[config.mk]
export PLATFORM = sky130hd
export DESIGN_NAME = rf_issue_ctrl
export DESIGN_NICKNAME = d
export VERILOG_FILES = /design/src/rtl/cpu_isa_pkg.sv /design/src/rtl/alu_core.sv /design/src/rtl/rf_issue_ctrl.sv
export SDC_FILE = /design/constraint.sdc
export NUM_CORES = 1
export LEC_CHECK = 0
export CORE_MARGIN = 2
export CORE_UTILIZATION = 50
export DETAILED_ROUTE_END_ITERATION = 8
export DONT_BUFFER_PORTS = 1
export PLACE_DENSITY = 0.64
export SYNTH_ARGS = -nofsm -noshare
export SYNTH_HDL_FRONTEND = slang
export SYNTH_HIERARCHICAL = 1
export SYNTH_SLANG_ARGS = --single-unit
[constraint.sdc]
create_clock -name clk -period 5.02 [get_ports clk]
set_input_delay 1.004 -clock clk [delete_from_list [all_inputs] [get_ports clk]]
set_output_delay 1.004 -clock clk [all_outputs]
set_load 0.01 [all_outputs]
[src/rtl/cpu_isa_pkg.sv]
// Shared ISA definitions for the issue sequencer: opcode/ext codes, FSM states, ALU selects, PSR bit positions.
// The optional LSHI decode is enabled with the RF_ISSUE_SHIFT_EN macro.
package cpu_isa_pkg;

  localparam int WIDTH = 16;

  localparam logic [3:0] OP_RTYPE = 4'b0000;
  localparam logic [3:0] OP_LSHI  = 4'b1000;
  localparam logic [3:0] OP_LUI   = 4'b1111;

  // Immediate forms reuse the R-type ext code as their opcode.
  localparam logic [3:0] EXT_AND = 4'b0001;
  localparam logic [3:0] EXT_OR  = 4'b0010;
  localparam logic [3:0] EXT_XOR = 4'b0011;
  localparam logic [3:0] EXT_ADD = 4'b0101;
  localparam logic [3:0] EXT_SUB = 4'b1001;
  localparam logic [3:0] EXT_CMP = 4'b1011;
  localparam logic [3:0] EXT_MOV = 4'b1101;
  localparam logic [3:0] EXT_SHL = 4'b0000;
  localparam logic [3:0] EXT_SHR = 4'b0001;

  localparam int FLAG_C = 0;
  localparam int FLAG_L = 1;
  localparam int FLAG_F = 2;
  localparam int FLAG_Z = 3;
  localparam int FLAG_N = 4;

  typedef enum logic [1:0] {IDLE, DECODE, EXECUTE, WRITEBACK} issueStateT;

  typedef enum logic [3:0] {
    ALU_ADD, ALU_SUB, ALU_AND, ALU_OR, ALU_XOR, ALU_PASS, ALU_CMP, ALU_SHL, ALU_SHR
  } aluOpT;

  function automatic logic [WIDTH-1:0] extendImm(input logic [7:0] imm, input logic signExt);
    return signExt ? {{(WIDTH-8){imm[7]}}, imm} : {{(WIDTH-8){1'b0}}, imm};
  endfunction

endpackage

[src/rtl/alu_core.sv]
// Combinational ALU: a is the Rdest operand, b the Rsrc/immediate operand.
// Produces the 16-bit result and {N,Z,F,L,C}.
module alu_core
  import cpu_isa_pkg::*;
(
  input  logic [WIDTH-1:0] a,
  input  logic [WIDTH-1:0] b,
  input  aluOpT            op,
  output logic [WIDTH-1:0] result,
  output logic [4:0]       flags
);

  logic [WIDTH:0] sum;
  logic [WIDTH:0] diff;
  logic signed [WIDTH-1:0] aS;
  logic signed [WIDTH-1:0] bS;

  assign sum  = {1'b0, a} + {1'b0, b};
  assign diff = {1'b0, a} - {1'b0, b};
  assign aS   = a;
  assign bS   = b;

  always_comb begin
    result = '0;
    flags  = '0;
    case (op)
      ALU_ADD: begin
        result        = sum[WIDTH-1:0];
        flags[FLAG_C] = sum[WIDTH];
        flags[FLAG_F] = (a[WIDTH-1] == b[WIDTH-1]) && (sum[WIDTH-1] != a[WIDTH-1]);
      end
      ALU_SUB: begin
        result        = diff[WIDTH-1:0];
        flags[FLAG_C] = diff[WIDTH];
        flags[FLAG_F] = (a[WIDTH-1] != b[WIDTH-1]) && (diff[WIDTH-1] != a[WIDTH-1]);
      end
      ALU_AND:  result = a & b;
      ALU_OR:   result = a | b;
      ALU_XOR:  result = a ^ b;
      ALU_PASS: result = b;
      ALU_CMP:  result = diff[WIDTH-1:0];
      ALU_SHL:  result = a << b[3:0];
      ALU_SHR:  result = a >> b[3:0];
      default:  result = '0;
    endcase
    // CMP reports relations between the operands instead of properties of the result.
    if (op == ALU_CMP) begin
      flags[FLAG_Z] = (a == b);
      flags[FLAG_N] = (aS < bS);
      flags[FLAG_L] = (a < b);
    end else begin
      flags[FLAG_Z] = (result == '0);
      flags[FLAG_N] = result[WIDTH-1];
    end
  end

endmodule

[src/rtl/rf_issue_ctrl.sv]
// Four-cycle issue/writeback sequencer feeding the RegFile and PSR (IDLE->DECODE->EXECUTE->WRITEBACK).
// Define RF_ISSUE_SHIFT_EN to decode op=1000 as LSHI; otherwise it retires as illegal.
module rf_issue_ctrl #(
  parameter int WIDTH  = 16,
  parameter int ADDR_W = 4
) (
  input  logic              clk,
  input  logic              reset,
  input  logic              instr_valid,
  output logic              instr_ready,
  input  logic [WIDTH-1:0]  instr,
  output logic [ADDR_W-1:0] src_addr,
  output logic [ADDR_W-1:0] dst_addr,
  input  logic [WIDTH-1:0]  rd_src,
  input  logic [WIDTH-1:0]  rd_dst,
  output logic              reg_write,
  output logic [WIDTH-1:0]  wr_data,
  output logic [4:0]        flags_out,
  output logic              flags_write,
  output logic              done,
  output logic              illegal
);
  import cpu_isa_pkg::*;

  issueStateT state, nextState;
  logic [WIDTH-1:0] instrQ;
  logic [WIDTH-1:0] resultQ;
  logic [4:0]       flagsQ;

  logic [3:0] op, ext, code;
  logic [7:0] imm8;
  aluOpT      aluOp;
  logic       useImm, opWrites, opFlags, opLegal;
  logic [WIDTH-1:0] immVal, opA, opB, aluResult;
  logic [4:0] aluFlags;

  assign op   = instrQ[15:12];
  assign ext  = instrQ[7:4];
  assign imm8 = instrQ[7:0];
  assign code = (op == OP_RTYPE) ? ext : op;

  always_ff @(posedge clk or negedge reset) begin
    if (!reset) state <= IDLE;
    else        state <= nextState;
  end

  always_comb begin
    nextState = state;
    case (state)
      IDLE:      if (instr_valid) nextState = DECODE;
      DECODE:    nextState = EXECUTE;
      EXECUTE:   nextState = WRITEBACK;
      WRITEBACK: nextState = IDLE;
      default:   nextState = IDLE;
    endcase
  end

  // Instruction, result and flags are data only; reset just returns the FSM to IDLE.
  always_ff @(posedge clk) begin
    if (state == IDLE && instr_valid) instrQ <= instr;
    if (state == EXECUTE) begin
      resultQ <= aluResult;
      flagsQ  <= aluFlags;
    end
  end

  always_comb begin
    aluOp    = ALU_PASS;
    useImm   = 1'b0;
    immVal   = '0;
    opWrites = 1'b0;
    opFlags  = 1'b0;
    opLegal  = 1'b1;
    if (op == OP_LUI) begin
      useImm   = 1'b1;
      immVal   = {imm8, 8'h00};
      opWrites = 1'b1;
    end else if (op == OP_LSHI) begin
`ifdef RF_ISSUE_SHIFT_EN
      useImm   = 1'b1;
      immVal   = {{(WIDTH-4){1'b0}}, instrQ[3:0]};
      opWrites = 1'b1;
      if (ext == EXT_SHL)      aluOp = ALU_SHL;
      else if (ext == EXT_SHR) aluOp = ALU_SHR;
      else begin
        opLegal  = 1'b0;
        opWrites = 1'b0;
      end
`else
      opLegal = 1'b0;
`endif
    end else begin
      useImm = (op != OP_RTYPE);
      case (code)
        EXT_ADD: begin aluOp = ALU_ADD; opWrites = 1'b1; opFlags = 1'b1; immVal = extendImm(imm8, 1'b1); end
        EXT_SUB: begin aluOp = ALU_SUB; opWrites = 1'b1; opFlags = 1'b1; immVal = extendImm(imm8, 1'b1); end
        EXT_CMP: begin aluOp = ALU_CMP; opFlags = 1'b1; immVal = extendImm(imm8, 1'b1); end
        EXT_AND: begin aluOp = ALU_AND; opWrites = 1'b1; immVal = extendImm(imm8, 1'b0); end
        EXT_OR:  begin aluOp = ALU_OR;  opWrites = 1'b1; immVal = extendImm(imm8, 1'b0); end
        EXT_XOR: begin aluOp = ALU_XOR; opWrites = 1'b1; immVal = extendImm(imm8, 1'b0); end
        EXT_MOV: begin aluOp = ALU_PASS; opWrites = 1'b1; immVal = extendImm(imm8, 1'b0); end
        default: opLegal = 1'b0;
      endcase
    end
  end

  // RegFile reads are combinational, so operands are valid during EXECUTE.
  assign opA = rd_dst;
  assign opB = useImm ? immVal : rd_src;

  alu_core uAlu (
    .a      (opA),
    .b      (opB),
    .op     (aluOp),
    .result (aluResult),
    .flags  (aluFlags)
  );

  always_comb begin
    instr_ready = (state == IDLE);
    src_addr    = '0;
    dst_addr    = '0;
    reg_write   = 1'b0;
    wr_data     = '0;
    flags_out   = '0;
    flags_write = 1'b0;
    done        = 1'b0;
    illegal     = 1'b0;
    if (state != IDLE) begin
      src_addr = instrQ[3:0];
      dst_addr = instrQ[11:8];
    end
    if (state == WRITEBACK) begin
      reg_write   = opLegal && opWrites;
      wr_data     = resultQ;
      flags_out   = flagsQ;
      flags_write = opLegal && opFlags;
      done        = opLegal;
      illegal     = !opLegal;
    end
  end

endmodule
Yosys cells after proc, flatten, opt, wreduce, memory -nomap -nowiden --
Index checks and enable logic that the tools add are counted.
Word-level totals: output and inout bits 34, bits of input ports 51, word-level logic and storage cells 90, flip-flop bits (word level) 39
Cells by class: reduce and logical (&&, ||, !) cells 17, muxes and demuxes 33, $lt $le $gt $ge 2, add/sub/neg operators 2, equal/unequal tests 26, shift operators 2, bitwise operators 3
Operators by type and width (count):
- one-hot mux 16 bit (8 select lines) | 1
- two-way mux 16 bit | 4
- less-than comparator 16 bit | 2
- one-hot mux 16 bit (2 select lines) | 1
- equality test 4 bit (second input constant) | 5
- one-hot mux 3 bit (6 select lines) | 1
- adder 16 x 16 -> 17 bit | 1
- subtractor 16 x 16 -> 17 bit | 1
- bitwise AND 16 bit | 1
- equality test 16 bit | 1
- zero test 16 bit | 1
- bitwise OR 16 bit | 1
- left shift 16 x 4 -> 16 bit | 1
- >> shifter 16 x 4 -> 16 bit | 1
- XOR 16 bit | 1
- two-way mux 1 bit | 15
- equality test 3 bit (second input constant) | 4
- two-way mux 4 bit | 3
- equality test 4 x 2 -> 1 bit (second input constant) | 2
- zero test 4 bit | 2
- one-hot mux 2 bit (4 select lines) | 1
- OR reduction 7 bit | 1
- equality test 3 x 2 -> 1 bit (second input constant) | 2
- two-way mux 3 bit | 2
- other kinds (21) | 30

Depth between registers and ports, before layout --
depth in word-level cells 12, gate-level depth with buffers 20, depth with buffers taken out 15

By module --
The synthesis kept the hierarchy.
Modules (own cells, without submodules):
- alu_core | area an instance 4515.6 um^2, sequential area each 0.0 um^2, instances 1, cells an instance 611
- rf_issue_ctrl | area an instance 1976.9 um^2, sequential area each 1161.1 um^2, instances 1, cells an instance 156

Worst setup path before layout --
No wires, ideal clock.
path kind register to register, start reg instrQ[15], end reg flagsQ[3] (data pin), arrival 4.574 ns, period minus slack after synthesis 4.719 ns, data required time 4.875 ns, stages on the path, launching flop included 21, buffers on the path 5, setup slack 0.301 ns, setup time 0.145 ns, path through edfxtp_1 buf_6 nor4b_4 o21ai_2 a311oi_4 a22o_1 buf_6 buf_6 inv_1 buf_2 ha_1 buf_2 a21o_1 a2111o_1 a21oi_2 o21ai_2 and4_4 o32a_4 a2111oi_4 or4b_1 o21ai_1
On the way: word-level cells in the longest chain between the ends 12, elaborated cells on any way between the ends 44, those cells by class 2 x add/sub; 18 x eq/ne; 2 x shift; 12 x mux; 3 x bitwise; 7 x reduce/logical
RTL lines:
- from (decl) | RTL line rf_issue_ctrl.sv:26 | logic [WIDTH-1:0] instrQ;
- from (signal assigned) | RTL line rf_issue_ctrl.sv:60 | if (state == IDLE && instr_valid) instrQ <= instr;
- zero test 4 bit | RTL line rf_issue_ctrl.sv:40 | assign code = (op == OP_RTYPE) ? ext : op;
- two-way mux 4 bit | RTL line rf_issue_ctrl.sv:40
- equality test 4 bit (tied with other cells) | RTL line rf_issue_ctrl.sv:94 | case (code)
- OR reduction 4 bit (no source line) / OR reduction 3 bit (equally long branches)
- one-hot mux 16 bit (2 select lines) | RTL line rf_issue_ctrl.sv:94
- two-way mux 16 bit | RTL line rf_issue_ctrl.sv:78 | end else if (op == OP_LSHI) begin
- two-way mux 16 bit | RTL line rf_issue_ctrl.sv:74 | if (op == OP_LUI) begin
- two-way mux 16 bit * | RTL line rf_issue_ctrl.sv:109 | assign opB = useImm ? immVal : rd_src;
- via opB[2] | RTL line rf_issue_ctrl.sv:34 | logic [WIDTH-1:0] immVal, opA, opB, aluResult;
- subtractor 16 x 16 -> 17 bit (tied with other cells) | RTL line alu_core.sv:19 | assign diff = {1'b0, a} - {1'b0, b};
- one-hot mux 16 bit (8 select lines) * | RTL line alu_core.sv:26 | case (op)
- via aluResult[14] | RTL line rf_issue_ctrl.sv:34
- zero test 16 bit * | RTL line alu_core.sv:52 | flags[FLAG_Z] = (result == '0);
- two-way mux 2 bit * | RTL line alu_core.sv:47 | if (op == ALU_CMP) begin
- via aluFlags[3] | RTL line rf_issue_ctrl.sv:35 | logic [4:0] aluFlags;
- to (signal assigned) | RTL line rf_issue_ctrl.sv:63 | flagsQ <= aluFlags;
- to (decl) | RTL line rf_issue_ctrl.sv:28 | logic [4:0] flagsQ;
The timed path passes the listed nets; every way through them passes the cells marked *. A chain may end at the register's enable or synchronous reset.

Worst setup path after layout --
start reg instrQ[12], end reg flagsQ[3] (data pin)
The elaborated chain is that of the path after synthesis.

==> impl_metrics.py <==
metrics = {
    "timing": {
        "finalCritPeriodShare_pct": 96.8,
        "finalSetupViolCount": 0,
        "finalWorstSetupSlack_ns": 0.158,
        "worst_pin_slew_ns": 1.25,
        "hold_viol": 0,
        "fin_skew_ns": 0.00614,
        "relSlewSlack_pct": 15.7,
        "fin_crit_ns": 4.86,
        "holdWs_ns": 0.398,
        "fin_setup_tns_ns": 0,
        "fmax_ghz": 0.206,
        "maxSlewViolCount": 0,
    },
    "floorplan": {
        "io_pins": 85,
        "rows": 41,
        "die_y_um": 118,
        "die_w_um": 118,
        "initial_core_util_pct": 51.2,
        "core_um2": 12700,
        "die_area_um2": 13900,
    },
    "cells_and_area": {
        "diodes": 0,
        "final_area_um2": 7100,
        "final_cells": 958,
        "areaGrowthSynthToFinish_pct": 9.33,
        "final_nets": 894,
        "fin_util_pct": 56.0,
        "drive_gt1_share_pct": 16.9,
    },
    "power": {
        "p_leak_nw": 2.80,
        "pwr-share-seq_pct": 17.6,
        "power_frac_comb_pct": 71.0,
        "power_density_nw_per_um2": 450,
        "power_mw": 3.19,
        "power.switching_mw": 1.57,
        "clkPwrFrac_pct": 11.4,
        "p_sw_share_pct": 49.1,
        "intPower_mw": 1.62,
        "vdd_drop_max_mv": 0.213,
    },
    "yosys": {
        "synth_cell_types": 98,
        "async_flop_share_pct": 5.13,
        "synth_area_per_cell_um2": 8.46,
        "yosys_warnings": 6,
        "synthCells": 767,
        "ys.flop_type": "edfxtp_1",
        "synth_area_um2": 6490,
        "ys_ff_latch": 39,
        "seq_area_frac_synth_pct": 17.9,
        "synth_edf_count": 37,
    },
    "critical_path": {
        "crit_required_ns": 5.17,
        "start_kind": "flop",
        "crit_path_end_kind": "flop",
        "reg2reg_depth": 16,
        "worstSetupPathType": "reg2reg",
        "worst-r2r-setup-slack_ns": 0.16,
        "setup.worst_path.end": "flagsQ[3]$_DFFE_PP_",
        "crit_arrival_ns": 5.01,
        "startpoint": "instrQ[12]$_DFFE_PP_",
        "critical_path.reg2reg.startpoint": "instrQ[12]$_DFFE_PP_",
        "worstReg2RegEnd": "flagsQ[3]$_DFFE_PP_",
        "critPathMaxFanout": 7,
    },
    "cts": {
        "tritoncts": "built",
        "htree_levels": 2,
        "clockRootBuffer": "clkbuf_16",
        "cts.sinks": 39,
        "clk_pin_slew_ns": 0.06,
        "hold_buffers": 0,
        "cts_buffers": 5,
        "clk_path_buf_depth": 2,
        "clk_latency_ns": 0.29,
    },
    "detailed_routing": {
        "wl_per_cell_um": 25.4,
        "vias_per_cell": 6.96,
        "drt_iter0_markers": 860,
        "first_pass_iters": 6,
        "ant_nets": 0,
        "drt-total-wl_um": 24400,
        "vias": 6664,
        "drc": 0,
    },
    "outcome": {
        "status": "completed",
    },
    "flow_run": {
        "maxCapViolations": 0,
    },
    "grt": {
        "grt_pass1_vias": 6179,
        "overflow": 0,
        "grt_max_degree": 36,
        "track_usage_pct": 34.3,
        "antenna_found_initial": 0,
        "grt_pass1_wl_um": 36800,
    },
    "placed_design": {
        "place_ws_ns": -0.0305,
        "place_congestion": 1.01,
        "place_area_um2": 6800,
        "dp_hpwl_um": 19400,
        "dp_cells": 940,
        "io_buffer_count": 0,
    },
    "hold_path": {
        "holdCritPathClass": "in2async",
    },
}
==> what timing repair did <==
action                     CTS  global route
setup endpoints to repair    1             2
gates resized for setup      1            17
pin swaps                    0             1
buffers inserted             0            10
==> metal layers <==
layer | GRT usage, % | wire, um | up-vias | share of wire, %
li1 | - | - | 2948 | -
met1 | 47.0 | 10200 | 3243 | 42
met2 | 53.5 | 11000 | 409 | 45
met3 | 8.24 | 2380 | 64 | 9.8
met4 | 10.7 | 779 | 0 | 3.2
met5 | 0 | 0 | - | 0
==> critical path, stage by stage (launching register included) <==
cell and delay [ns]:
edfxtp_1 0.49, or2_2 0.35, o221ai_2 0.24, a311oi_4 0.14, buf_4 0.18, a22o_2 0.27, ha_1 0.27, fa_1 0.44
a21o_1 0.24, a2111o_1 0.42, a21oi_2 0.23, o21ai_2 0.11, and4_4 0.20, o32a_4 0.36, a2111oi_4 0.19, or4b_1 0.46
o21ai_1 0.12
==> power by group through the flow <==
stage	combinational (mW)	sequential [mW]	clock [mW]
after floorplan	1.60	0.542	0
after global placement	2.12	0.570	0
after detailed placement	2.14	0.571	0
after CTS	2.15	0.565	0.371
after global routing	2.43	0.572	0.388
final	2.27	0.561	0.364
==> cells by family after synthesis <==
kind of cell    synth area share [%]
simple gates                    21.2
fa+ha+maj                       11.4
mux                             11.2
flops                           17.9
buf+inv                         7.75
other cells                   0.0578
xor+xnor                        1.75
compound gates                  28.7
==> state kept, by name (all words and copies together), names as in the netlist <==
name     cells
state        2
resultQ     16
flagsQ       5
instrQ      16
==> final cells by class <==
cell class / count / area, um^2
fillers: 1202 / 5570
multi-input cells: 626 / 4890
flip-flops and latches: 39 / 1160
repair buffers: 58 / 452
well taps: 172 / 215
inverters: 55 / 206
clock buffers: 5 / 125
clock inverters: 3 / 43.8
==> layout by cell type, fill, tap and decap left out, types with 6 or more instances in the layout <==
cell type	instances
nor2_1	64
buf_4	56
ha_1	54
inv_1	53
nand2_1	47
a21oi_1	45
edfxtp_1	37
o21ai_0	33
and2_1	31
mux2i_1	21
nor2b_1	16
nor3_1	16
mux4_2	14
a211oi_1	13
a22oi_1	13
a22o_1	11
o22ai_1	9
nor4_1	9
o211ai_1	9
nand3_1	8
o21ai_1	8
xnor2_1	8
nand2b_1	8
a221oi_1	8
mux2_2	7
o221ai_1	7
or3_1	7
o21bai_1	7
mux2_1	6
==> worst min-delay path by stage <==
stage                                     from                    to  slack, ns  depth (start not counted)
after floorplan           state[0]$_DFFE_PN0P_  state[0]$_DFFE_PN0P_       0.54                          2
after global placement    state[0]$_DFFE_PN0P_  state[0]$_DFFE_PN0P_       0.56                          2
after detailed placement  state[0]$_DFFE_PN0P_  state[0]$_DFFE_PN0P_       0.58                          2
after CTS                                reset  state[0]$_DFFE_PN0P_       0.39                          0
after global routing                     reset  state[0]$_DFFE_PN0P_       0.38                          0
final                                    reset  state[1]$_DFFE_PN0P_       0.40                          0
==> synth_stat cells (15+ instances only) <==
cell      number  area share [%]
a21oi_1       45             3.5
a22o_1        15             2.0
and2_1        31             3.0
buf_2         15             1.2
clkbuf_1      21             1.2
edfxtp_1      37              17
ha_1          56              11
inv_1         53             3.1
mux2i_1       21             3.2
nand2_1       47             2.7
nor2_1        64             3.7
nor2b_1       16             1.5
nor3_1        16             1.2
o21ai_0       37             2.9
Note: power is estimated with default switching activity, not from simulation.
